`config.mk`:
```
export PLATFORM = sky130hd
export DESIGN_NAME = sram_port_arbiter_flat
export DESIGN_NICKNAME = d
export VERILOG_FILES = /design/src/rtl/sram_port_arbiter_if.sv /design/src/rtl/sram_port_arbiter.sv /design/src/flat_wrapper.sv
export SDC_FILE = /design/constraint.sdc
export NUM_CORES = 1
export LEC_CHECK = 0
export ABC_AREA = 1
export BUFFER_PORTS_ARGS = -buffer_cell sky130_fd_sc_hd__buf_4
export CELL_PAD_IN_SITES_DETAIL_PLACEMENT = 0
export CELL_PAD_IN_SITES_GLOBAL_PLACEMENT = 1
export CORE_AREA = 4 4 179 181
export CTS_BUF_LIST = sky130_fd_sc_hd__clkbuf_16
export DETAILED_ROUTE_END_ITERATION = 8
export DIE_AREA = 0 0 183 185
export GPL_TIMING_DRIVEN = 1
export MAX_ROUTING_LAYER = met4
export PLACE_DENSITY = 0.63
export SLEW_MARGIN = 25
export SYNTH_ARGS = -nofsm -noshare
export SYNTH_HDL_FRONTEND = slang
export SYNTH_SLANG_ARGS = --single-unit
```
`constraint.sdc`:
```
create_clock -name clk -period 1.2 [get_ports clk]
set_input_delay 0.12 -clock clk [delete_from_list [all_inputs] [get_ports clk]]
set_output_delay 0.12 -clock clk [all_outputs]
set_load 0.005 [all_outputs]
```
`src/rtl/sram_port_arbiter_if.sv`:
```
// Bus bundle between the SRAM port arbiter, its two requesters and the SRAM port.
//
// Port summary
//   req0/req1, we0/we1, addr0/addr1, wdata0/wdata1 : requester access, held until grant
//   gnt0/gnt1                                      : access accepted this cycle
//   rvalid0/rvalid1, rdata0/rdata1                 : tagged read return, one cycle after grant
//   mem_we, mem_addr, mem_din                      : arbiter -> SRAM port
//   mem_dout                                       : SRAM port -> arbiter (registered read)
//
// Modports
//   slave  : arbiter view (serves the requesters, drives the SRAM port)
//   master : environment view (requesters and SRAM model)
interface sram_port_arbiter_if #(
    parameter int unsigned DWIDTH = 72,
    parameter int unsigned AWIDTH = 8
);
    logic              req0;
    logic              we0;
    logic [AWIDTH-1:0] addr0;
    logic [DWIDTH-1:0] wdata0;
    logic              gnt0;
    logic              rvalid0;
    logic [DWIDTH-1:0] rdata0;

    logic              req1;
    logic              we1;
    logic [AWIDTH-1:0] addr1;
    logic [DWIDTH-1:0] wdata1;
    logic              gnt1;
    logic              rvalid1;
    logic [DWIDTH-1:0] rdata1;

    logic              mem_we;
    logic [AWIDTH-1:0] mem_addr;
    logic [DWIDTH-1:0] mem_din;
    logic [DWIDTH-1:0] mem_dout;

    modport slave (
        input  req0, we0, addr0, wdata0,
        output gnt0, rvalid0, rdata0,
        input  req1, we1, addr1, wdata1,
        output gnt1, rvalid1, rdata1,
        output mem_we, mem_addr, mem_din,
        input  mem_dout
    );

    modport master (
        output req0, we0, addr0, wdata0,
        input  gnt0, rvalid0, rdata0,
        output req1, we1, addr1, wdata1,
        input  gnt1, rvalid1, rdata1,
        input  mem_we, mem_addr, mem_din,
        output mem_dout
    );
endinterface

```
`src/rtl/sram_port_arbiter.sv`:
```
// Shares one port of a dual-port SRAM (1-cycle registered read, read-first)
// between two requesters (req0 = RISC-V core, req1 = HW accelerator).
// Round-robin arbitration, one access per cycle, per-requester read-return tags.
// A clear sequencer zero-fills the whole array after reset (CLEAR_ON_RESET) or
// on a clear_req pulse, so the memory needs no file-based initialisation.
//
// Ports
//   clk        in   single clock, rising edge
//   reset      in   asynchronous, active-high
//   clear_req  in   1-cycle pulse, start a zero-fill sweep (ignored while sweeping)
//   busy       out  high while the sweep runs
//   bus        slave modport of sram_port_arbiter_if (requesters + SRAM port)
module sram_port_arbiter #(
    parameter int unsigned DWIDTH         = 72,
    parameter int unsigned AWIDTH         = 8,
    parameter int unsigned DEPTH          = 2**AWIDTH,
    parameter bit          CLEAR_ON_RESET = 1'b1
) (
    input  logic                clk,
    input  logic                reset,
    input  logic                clear_req,
    output logic                busy,
    sram_port_arbiter_if.slave  bus
);

    typedef enum logic {
        ST_CLEAR,
        ST_ARB
    } state_t;

    localparam state_t            ST_RESET  = CLEAR_ON_RESET ? ST_CLEAR : ST_ARB;
    localparam logic [AWIDTH-1:0] LAST_ADDR = AWIDTH'(DEPTH - 1);

    state_t            state_q, state_d;
    logic [AWIDTH-1:0] clr_cnt_q, clr_cnt_d;
    logic              rr_ptr_q, rr_ptr_d;     // 0: req0 wins a tie, 1: req1 wins
    logic              rd_valid_q, rd_valid_d; // a read was granted last cycle
    logic              rd_tag_q, rd_tag_d;     // which requester owns that read

    logic              gnt0_c, gnt1_c;
    logic              mem_we_c;
    logic [AWIDTH-1:0] mem_addr_c;
    logic [DWIDTH-1:0] mem_din_c;

    always_ff @(posedge clk or posedge reset) begin
        if (reset) begin
            state_q    <= ST_RESET;
            clr_cnt_q  <= '0;
            rr_ptr_q   <= 1'b0;
            rd_valid_q <= 1'b0;
            rd_tag_q   <= 1'b0;
        end else begin
            state_q    <= state_d;
            clr_cnt_q  <= clr_cnt_d;
            rr_ptr_q   <= rr_ptr_d;
            rd_valid_q <= rd_valid_d;
            rd_tag_q   <= rd_tag_d;
        end
    end

    always_comb begin
        state_d    = state_q;
        clr_cnt_d  = clr_cnt_q;
        rr_ptr_d   = rr_ptr_q;
        rd_valid_d = 1'b0;
        rd_tag_d   = rd_tag_q;
        gnt0_c     = 1'b0;
        gnt1_c     = 1'b0;
        mem_we_c   = 1'b0;
        mem_addr_c = '0;
        mem_din_c  = '0;

        case (state_q)
            ST_CLEAR: begin
                mem_we_c   = 1'b1;
                mem_addr_c = clr_cnt_q;
                if (clr_cnt_q == LAST_ADDR) begin
                    clr_cnt_d = '0;
                    state_d   = ST_ARB;
                end else begin
                    clr_cnt_d = clr_cnt_q + 1'b1;
                end
            end

            ST_ARB: begin
                // A clear request owns its cycle: nothing is granted alongside it.
                if (clear_req) begin
                    state_d = ST_CLEAR;
                end else begin
                    gnt0_c = bus.req0 & (~bus.req1 | ~rr_ptr_q);
                    gnt1_c = bus.req1 & (~bus.req0 |  rr_ptr_q);
                    if (gnt0_c) begin
                        mem_we_c   = bus.we0;
                        mem_addr_c = bus.addr0;
                        mem_din_c  = bus.wdata0;
                        rr_ptr_d   = 1'b1;
                        rd_valid_d = ~bus.we0;
                        rd_tag_d   = 1'b0;
                    end else if (gnt1_c) begin
                        mem_we_c   = bus.we1;
                        mem_addr_c = bus.addr1;
                        mem_din_c  = bus.wdata1;
                        rr_ptr_d   = 1'b0;
                        rd_valid_d = ~bus.we1;
                        rd_tag_d   = 1'b1;
                    end
                end
            end

            default: state_d = ST_RESET;
        endcase
    end

    // Reset is asynchronous, so grants and SRAM writes are also masked
    // combinationally while it is held, not only after the next edge.
    assign bus.gnt0     = gnt0_c & ~reset;
    assign bus.gnt1     = gnt1_c & ~reset;
    assign bus.mem_we   = mem_we_c & ~reset;
    assign bus.mem_addr = mem_addr_c;
    assign bus.mem_din  = mem_din_c;

    // The SRAM output is registered, so the returning data lines up with the
    // tag captured at grant time; rdata of the non-valid requester is don't-care.
    assign bus.rvalid0  = rd_valid_q & ~rd_tag_q;
    assign bus.rvalid1  = rd_valid_q &  rd_tag_q;
    assign bus.rdata0   = bus.mem_dout;
    assign bus.rdata1   = bus.mem_dout;

    assign busy = (state_q == ST_CLEAR);

endmodule
```
`src/flat_wrapper.sv`:
```
// flat-port wrapper written by rule: the top's interface ports become plain ports
module sram_port_arbiter_flat 
#(
    parameter int unsigned DWIDTH         = 72,
    parameter int unsigned AWIDTH         = 8,
    parameter int unsigned DEPTH          = 2**AWIDTH,
    parameter bit          CLEAR_ON_RESET = 1'b1
)
  (clk, reset, clear_req, busy, bus_req0, bus_we0, bus_addr0, bus_wdata0, bus_gnt0, bus_rvalid0, bus_rdata0, bus_req1, bus_we1, bus_addr1, bus_wdata1, bus_gnt1, bus_rvalid1, bus_rdata1, bus_mem_we, bus_mem_addr, bus_mem_din, bus_mem_dout);
  sram_port_arbiter_if #(.DWIDTH(DWIDTH), .AWIDTH(AWIDTH)) bus_i ();
  input  logic clk;
  input  logic reset;
  input  logic clear_req;
  output logic busy;
  input wire logic [$bits(bus_i.req0)-1:0] bus_req0;
  input wire logic [$bits(bus_i.we0)-1:0] bus_we0;
  input wire logic [$bits(bus_i.addr0)-1:0] bus_addr0;
  input wire logic [$bits(bus_i.wdata0)-1:0] bus_wdata0;
  output wire logic [$bits(bus_i.gnt0)-1:0] bus_gnt0;
  output wire logic [$bits(bus_i.rvalid0)-1:0] bus_rvalid0;
  output wire logic [$bits(bus_i.rdata0)-1:0] bus_rdata0;
  input wire logic [$bits(bus_i.req1)-1:0] bus_req1;
  input wire logic [$bits(bus_i.we1)-1:0] bus_we1;
  input wire logic [$bits(bus_i.addr1)-1:0] bus_addr1;
  input wire logic [$bits(bus_i.wdata1)-1:0] bus_wdata1;
  output wire logic [$bits(bus_i.gnt1)-1:0] bus_gnt1;
  output wire logic [$bits(bus_i.rvalid1)-1:0] bus_rvalid1;
  output wire logic [$bits(bus_i.rdata1)-1:0] bus_rdata1;
  output wire logic [$bits(bus_i.mem_we)-1:0] bus_mem_we;
  output wire logic [$bits(bus_i.mem_addr)-1:0] bus_mem_addr;
  output wire logic [$bits(bus_i.mem_din)-1:0] bus_mem_din;
  input wire logic [$bits(bus_i.mem_dout)-1:0] bus_mem_dout;
  assign bus_i.req0 = bus_req0;
  assign bus_i.we0 = bus_we0;
  assign bus_i.addr0 = bus_addr0;
  assign bus_i.wdata0 = bus_wdata0;
  assign bus_gnt0 = bus_i.gnt0;
  assign bus_rvalid0 = bus_i.rvalid0;
  assign bus_rdata0 = bus_i.rdata0;
  assign bus_i.req1 = bus_req1;
  assign bus_i.we1 = bus_we1;
  assign bus_i.addr1 = bus_addr1;
  assign bus_i.wdata1 = bus_wdata1;
  assign bus_gnt1 = bus_i.gnt1;
  assign bus_rvalid1 = bus_i.rvalid1;
  assign bus_rdata1 = bus_i.rdata1;
  assign bus_mem_we = bus_i.mem_we;
  assign bus_mem_addr = bus_i.mem_addr;
  assign bus_mem_din = bus_i.mem_din;
  assign bus_i.mem_dout = bus_mem_dout;
  sram_port_arbiter #(.DWIDTH(DWIDTH), .AWIDTH(AWIDTH), .DEPTH(DEPTH), .CLEAR_ON_RESET(CLEAR_ON_RESET)) u_core (.clk(clk), .reset(reset), .clear_req(clear_req), .busy(busy), .bus(bus_i));
endmodule
```
==> reports/summary.json, run 1 <==
{
  "grt_first_pass_wirelength": {"value": 19700, "unit": "um"},
  "area.sequential": {"value": 300, "unit": "um^2"},
  "cts_tree": {"value": "yes"},
  "cp_data_arrival_time": {"value": 1540, "unit": "ps"},
  "area_growth": {"value": 68.4, "unit": "%"},
  "worst_max_slew_pin_slew": {"value": 479, "unit": "ps"},
  "synth_top_area_cells": {"value": "sky130_fd_sc_hd__buf_4 40%, sky130_fd_sc_hd__nand2_1 35%, sky130_fd_sc_hd__dfrtp_1 11%"},
  "layout.cell_area.non_filler": {"value": 0.00467, "unit": "mm^2"},
  "overflow": {"value": 0},
  "ant_nets": {"value": 0},
  "num_vias": {"value": 3188},
  "synthesized_net_count": {"value": 732},
  "yosysUniqueCellTypes": {"value": 21},
  "layout.cells.most_common": {"value": "sky130_fd_sc_hd__buf_4"},
  "postSynthRegisterBits": {"value": 12},
  "share_of_final_layout_standard_cells_stronger_than_drive_strength_1": {"value": 0.550},
  "final_clock_period_utilization_by_the_worst_path": {"value": 1.38},
  "finalCoreUtilization": {"value": 0.153},
  "largest_area_contributor_in_the_synthesized_netlist": {"value": "sky130_fd_sc_hd__buf_4"},
  "vdd_ir_drop_max": {"value": 0.485, "unit": "mV"},
  "timing.critical_path.cells": {"value": "inv_2, nand2_4, nand2_4, nor2_4, buf_12, buf_12, buf_16, nand2_1, nand2_1, buf_4"},
  "wirelength": {"value": 14600, "unit": "um"},
  "cap_violations": {"value": 0},
  "worst_setup_path_end_kind": {"value": "primary output"},
  "crit_fanout": {"value": 10},
  "totalNegativeSetupSlack": {"value": -33030, "unit": "ps"},
  "hold_violations": {"value": 0},
  "finalClockSkew": {"value": 4.53, "unit": "ps"},
  "post-route-drc-count": {"value": 0},
  "dp_hpwl": {"value": 11600, "unit": "um"},
  "critical_path.startpoint_type": {"value": "flip-flop"},
  "postSynthAreaPerCell": {"value": 5.64, "unit": "um^2"},
  "setup_slack": {"value": -459, "unit": "ps"},
  "violations": {"value": "negative setup slack"},
  "first_global_vias": {"value": 3154},
  "place_worst_setup_slack": {"value": -255, "unit": "ps"},
  "synth.top_cell.area_share": {"value": 0.395},
  "dr.first_iter.drc_count": {"value": 121},
  "multi_input_area": {"value": 0.00142, "unit": "mm^2"},
  "period_needed": {"value": 1660, "unit": "ps"},
  "core.rowCount": {"value": 64},
  "grt_util_all_layers": {"value": 0.0781},
  "vias_per_cell": {"value": 3.16},
  "slowest_stage": {"value": "sky130_fd_sc_hd__dfrtp_1"},
  "globalplace.congestion": {"value": 0.764},
  "setup_repair_after_global_routing_missed_its_margin": {"value": "true"},
  "static-leakage-power": {"value": 2.56, "unit": "nW"},
  "finalSetupViolCount": {"value": 90},
  "clock_path_buffers": {"value": 2},
  "routed_wire_length_per_instance": {"value": 14.5, "unit": "um"},
  "vertical_extent_of_the_die": {"value": 185, "unit": "um"},
  "floorplan.initialDensity": {"value": 0.0911},
  "die_w": {"value": 183, "unit": "um"},
  "cts.root.buffer_cell": {"value": "sky130_fd_sc_hd__clkbuf_16"},
  "slew_viol_final": {"value": 0},
  "numCtsBuffers": {"value": 3},
  "timing.fmax": {"value": 0.603, "unit": "GHz"},
  "post_synth_instance_area": {"value": 0.00277, "unit": "mm^2"},
  "critPathKind": {"value": "flip-flop to primary output"},
  "nNetsFinal": {"value": 855},
  "fp.dieArea": {"value": 0.0339, "unit": "mm^2"},
  "gate_count_of_the_mapped_netlist": {"value": 492},
  "yosysSeqAreaShare": {"value": 0.108},
  "postPlaceCellArea": {"value": 0.00415, "unit": "mm^2"},
  "min_delay_worst_type": {"value": "input pin to flip-flop"},
  "max-slew-margin-rel": {"value": 0.680},
  "insertedDiodeCount": {"value": 0},
  "core-area": {"value": 0.0304, "unit": "mm^2"},
  "drt_first_pass_iters": {"value": 4},
  "htree_num_levels": {"value": 1},
  "most-common-layout-cells": {"value": "259 x sky130_fd_sc_hd__buf_4, 224 x sky130_fd_sc_hd__nand2_1, 31 x sky130_fd_sc_hd__nand2_2"},
  "worstSkewPairLatency": {"value": 240, "unit": "ps"},
  "run_status": {"value": "finished, violations left"},
  "yosys_warnings": {"value": 0},
  "powerDensity": {"value": 581, "unit": "mW/mm^2"},
  "numClockSinks": {"value": 12},
  "grt_antenna_before_repair": {"value": 0},
  "finalHoldWorstSlack": {"value": 174, "unit": "ps"},
  "fillers": {"value": 3536},
  "maximum_number_of_pins_on_one_net_before_global_route_repair": {"value": 47},
  "clk_transition_reported_paths": {"value": 50, "unit": "ps"},
  "io_pins": {"value": 469},
  "port_buffers": {"value": 252},
  "crit_path_max_incr_delay": {"value": 390, "unit": "ps"},
  "crit_required": {"value": 1080, "unit": "ps"}
}
## registers in the layout (all words and copies together) (netlist names)
register / cells
u_core.clr_cnt_q: 8
u_core.rd_tag_q: 1
u_core.state_q: 1
u_core.rd_valid_q: 1
u_core.rr_ptr_q: 1
## cells by family (layout without fill, tap and decap cells)
kind of cell / count (synthesis) / count (layout) / share of synthesized area
AO/OA/AOI/OAI: 8 / 8 / 0.0171
buffers and inverters: 175 / 297 / 0.444
flip-flops: 12 / 12 / 0.108
XOR/XNOR: 4 / 4 / 0.0126
adder cells (fa/ha/maj): 1 / 1 / 0.00451
AND/OR/NAND/NOR: 292 / 292 / 0.414
## where the power goes
group / total (mW) / internal [mW] / switching, mW
Clock: 0.606 / 0.438 / 0.167
Combinational: 1.41 / 0.828 / 0.580
Sequential: 0.700 / 0.537 / 0.163
## cell usage after synthesis (all sizes together)
| master | number |
|---|---|
| a21oi | 4 |
| buf | 161 |
| dfrtp | 12 |
| ha | 1 |
| inv | 14 |
| nand2 | 262 |
| nand3 | 12 |
| nand4 | 1 |
| nor2 | 15 |
| nor3 | 1 |
| o211ai | 2 |
| o21ai | 1 |
| o21bai | 1 |
| or2 | 1 |
| xnor2 | 1 |
| xor2 | 3 |
## path summary, 6_finish.rpt
kind,to,slack (ps),depth (start not counted),from
worst max-delay path,bus_mem_din[36],-460,10,u_core.rr_ptr_q
worst min-delay path,u_core.rd_valid_q,170,3,bus_we1
worst max register to register,u_core.clr_cnt_q[7],-150,9,u_core.state_q
worst min register to register,u_core.rd_tag_q,530,2,u_core.rd_tag_q
max in group asynchronous,u_core.state_q,370,3,reset
min in group asynchronous,u_core.rr_ptr_q,500,3,reset
## critical path: cells and delay by family (launching register included)
| kind | cells | cell delay, ps |
|---|---|---|
| buffers and inverters | 5 | 620 |
| AND/OR/NAND/NOR | 5 | 280 |
| flip-flops | 1 | 390 |
## per-layer routing
metal  vias up  GRT usage  wire, um
met5         -          -         0
met4         0     0.0307       599
met3        57     0.0257      1520
met2       197      0.113      6350
met1      1353      0.101      6130
li1       1581          -         -
## area by class of cell
class | instances | share of cell area
inverters | 14 | 0.0129
flip-flops and latches | 12 | 0.0643
clock buffers | 3 | 0.0161
clock inverters | 1 | 0.000804
multi-input cells | 305 | 0.304
well taps | 396 | 0.106
repair buffers | 279 | 0.496
## repair_timing
item | CTS | global route
hold endpoints to repair | 12 | 0
setup buffers | 5 | 3
cloned | 5 | 0
resized for setup | 43 | 35
hold buffers | 1 | 0
pin swaps | 6 | 6
setup endpoints to repair | 91 | 94
## through the flow
step	total power, mW	instances
after floorplan	1.51	492
after global placement	2.00	994
after detailed placement	2.00	994
after CTS	2.67	1009
after global routing	2.92	1010
final	2.71	1010
Note: power is estimated with default switching activity, not from simulation.
==> run 2, diff against run 1 <==
Settings changed: GPL_TIMING_DRIVEN 1 to 0, HOLD_SLACK_MARGIN set to 0.08.
==> reports/summary.json, run 2 (synthesis gave the netlist of run 1 again) <==
{
  "share_of_final_layout_standard_cells_stronger_than_drive_strength_1": {"value": 0.764, "change": "+0.213"},
  "crit_fanout": {"value": 5, "change": "-5"},
  "crit_path_max_incr_delay": {"value": 440, "unit": "ps", "change": "+50 ps"},
  "grt_util_all_layers": {"value": 0.0947, "change": "+0.0165"},
  "numClockSinks": {"value": 12, "change": "unchanged"},
  "grt_first_pass_wirelength": {"value": 24400, "unit": "um", "change": "+24%"},
  "overflow": {"value": 0, "change": "unchanged"},
  "largest_register_ff_count": {"value": 8, "change": "unchanged"},
  "dr.first_iter.drc_count": {"value": 81, "change": "-33%"},
  "maximum_number_of_pins_on_one_net_before_global_route_repair": {"value": 13, "change": "-72%"},
  "r2r_start": {"value": "u_core.rr_ptr_q"},
  "area_growth": {"value": 175, "unit": "%"},
  "static-leakage-power": {"value": 4.37, "unit": "nW", "change": "+71%"},
  "port_buffers": {"value": 396, "change": "+57%"},
  "vias_per_cell": {"value": 3.29, "change": "+4.1%"},
  "worst_setup_path_end_kind": {"value": "primary output"},
  "critical_path.startpoint_type": {"value": "flip-flop"},
  "finalClockSkew": {"value": 3.82, "unit": "ps", "change": "-0.715 ps"},
  "max-slew-margin-rel": {"value": 0.679, "change": "-0.00112"},
  "cts_tree": {"value": "yes"},
  "num_vias": {"value": 4331, "change": "+36%"},
  "critical_path.top_delay_family": {"value": "buffers and inverters"},
  "r2r_end": {"value": "u_core.rd_tag_q"},
  "clk_transition_reported_paths": {"value": 40, "unit": "ps", "change": "about the same"},
  "crit_path_start": {"value": "u_core.state_q"},
  "slew_viol_final": {"value": 0, "change": "unchanged"},
  "layout.cells.most_common": {"value": "sky130_fd_sc_hd__buf_4"},
  "powerDensity": {"value": 456, "unit": "mW/mm^2", "change": "-22%"},
  "timing.fmax": {"value": 0.592, "unit": "GHz", "change": "-1.8%"},
  "cap_violations": {"value": 0, "change": "unchanged"},
  "post-route-drc-count": {"value": 0, "change": "unchanged"},
  "power": {"value": 3.47, "unit": "mW", "change": "+28%"},
  "period_needed": {"value": 1690, "unit": "ps", "change": "+30.5 ps"},
  "largest_register": {"value": "u_core.clr_cnt_q"},
  "insertedDiodeCount": {"value": 0, "change": "unchanged"},
  "cp_num_buf_inv": {"value": 4, "change": "-1"},
  "grt_antenna_before_repair": {"value": 0, "change": "unchanged"},
  "min_delay_worst_type": {"value": "input pin to flip-flop"},
  "clock_path_buffers": {"value": 2, "change": "unchanged"},
  "drt_first_pass_iters": {"value": 4, "change": "unchanged"},
  "numCtsBuffers": {"value": 3, "change": "unchanged"},
  "worstSkewPairLatency": {"value": 240, "unit": "ps", "change": "about the same"},
  "setup.reg_to_reg.worst_slack": {"value": -200, "unit": "ps", "change": "-50 ps"},
  "die_w": {"value": 183, "unit": "um", "change": "unchanged"},
  "slowest_stage": {"value": "sky130_fd_sc_hd__dfrtp_2"},
  "critPathKind": {"value": "flip-flop to primary output"},
  "finalSetupViolCount": {"value": 92, "change": "+2.2%"},
  "hold_violations": {"value": 0, "change": "unchanged"},
  "violations": {"value": "negative setup slack"},
  "setup_slack": {"value": -489, "unit": "ps", "change": "-30.5 ps"},
  "most-common-layout-cells": {"value": "515 x sky130_fd_sc_hd__buf_4, 170 x sky130_fd_sc_hd__nand2_1, 56 x sky130_fd_sc_hd__nand2_2"},
  "vdd_ir_drop_max": {"value": 0.574, "unit": "mV", "change": "+18%"},
  "floorplan.initialDensity": {"value": 0.0911, "change": "unchanged"},
  "vertical_extent_of_the_die": {"value": 185, "unit": "um", "change": "unchanged"},
  "final_clock_period_utilization_by_the_worst_path": {"value": 1.41, "change": "+0.0254"},
  "htree_num_levels": {"value": 1, "change": "unchanged"},
  "crit_required": {"value": 1080, "unit": "ps", "change": "about the same"},
  "cp_data_arrival_time": {"value": 1570, "unit": "ps", "change": "+30 ps"},
  "io_pins": {"value": 469, "change": "unchanged"},
  "globalplace.congestion": {"value": 0.746, "change": "-2.4%"},
  "run_status": {"value": "finished, violations left"},
  "ant_nets": {"value": 0, "change": "unchanged"},
  "fp.dieArea": {"value": 0.0339, "unit": "mm^2", "change": "unchanged"},
  "worst-r2r-cell-count": {"value": 10, "change": "+1"},
  "cts.root.buffer_cell": {"value": "sky130_fd_sc_hd__clkbuf_16"},
  "place_worst_setup_slack": {"value": -753, "unit": "ps", "change": "-498 ps"},
  "setup_repair_after_global_routing_missed_its_margin": {"value": "true"},
  "routed_wire_length_per_instance": {"value": 14.2, "unit": "um", "change": "-1.7%"},
  "wirelength": {"value": 18700, "unit": "um", "change": "+28%"},
  "core.rowCount": {"value": 64, "change": "unchanged"},
  "worst_max_slew_pin_slew": {"value": 481, "unit": "ps", "change": "+1.68 ps"},
  "first_global_vias": {"value": 4186, "change": "+33%"},
  "core-area": {"value": 0.0304, "unit": "mm^2", "change": "unchanged"},
  "path_depth": {"value": 8, "change": "-2"},
  "timing.critical_path.cells": {"value": "nand2_8, nor2_4, buf_12, buf_8, clkbuf_16, a21oi_2, nand2_1, buf_6"},
  "dp_hpwl": {"value": 15900, "unit": "um", "change": "+36%"},
  "nNetsFinal": {"value": 1163, "change": "+36%"},
  "crit_end": {"value": "bus_mem_addr[2]"}
}
-- run 2: what timing repair did --
| action | 4_1_cts | 5_1_grt |
|---|---|---|
| hold buffers | 1 | 0 |
| gates resized for setup | 87 | 166 |
| pin swaps | 10 | 33 |
| cloned | 3 | 7 |
| buffers inserted | 15 | 5 |
| endpoints found under the setup margin | 89 | 94 |
| hold endpoints to repair | 12 | 0 |
-- run 2: layer usage --
| metal | global-route usage | routed length, um |
|---|---|---|
| met1 | 0.121 | 7470 |
| met2 | 0.163 | 9760 |
| met3 | 0.0149 | 1390 |
| met4 | 0.00954 | 111 |
| met5 | - | 0 |
-- run 2: worst min-delay path: cells and delay by family --
| family | cells | cell delay, ps |
|---|---|---|
| compound gates | 1 | 60 |
| buf+inv | 1 | 80 |
| simple gates | 1 | 90 |
-- run 2: worst min-delay path by stage --
stage	from	endpoint	slack [ps]	depth (start not counted)
2_1_floorplan	reset	u_core.clr_cnt_q[0]	-20	1
3_3_place_gp	reset	u_core.rr_ptr_q	190	2
3_5_place_dp	reset	u_core.rr_ptr_q	190	2
4_1_cts	bus_we1	u_core.rd_valid_q	160	3
5_1_grt	bus_we1	u_core.rd_valid_q	180	3
6_report	bus_we1	u_core.rd_valid_q	160	3
-- run 2: metrics by stage --
stage	cells	utilization	instance area (um^2)	setup TNS, ps	hold WS, ps
final	1318	0.250	7620	-36110	160
after global placement	1284	0.205	6240	-44600	191
after CTS	1307	0.224	6830	-37920	160
after floorplan	492	-	2770	0	-15.3
after global routing	1318	0.250	7620	-43260	178
after detailed placement	1284	0.205	6240	-45300	194
-- run 2: final cells by class --
class | count | area, um^2
buffer | 160 | 1340
inverter | 14 | 65.1
fill | 3406 | 22800
clock inverter | 1 | 3.75
clock buffer | 3 | 75.1
tap | 396 | 495
sequential | 12 | 302
multi-input combinational | 305 | 1730
timing repair buffer | 427 | 3600
-- run 2: power by group --
group	switching, mW	internal, mW	total, mW
registers	0.159	0.537	0.697
logic	0.771	1.40	2.17
clock network	0.171	0.438	0.609
total	1.10	2.37	3.47
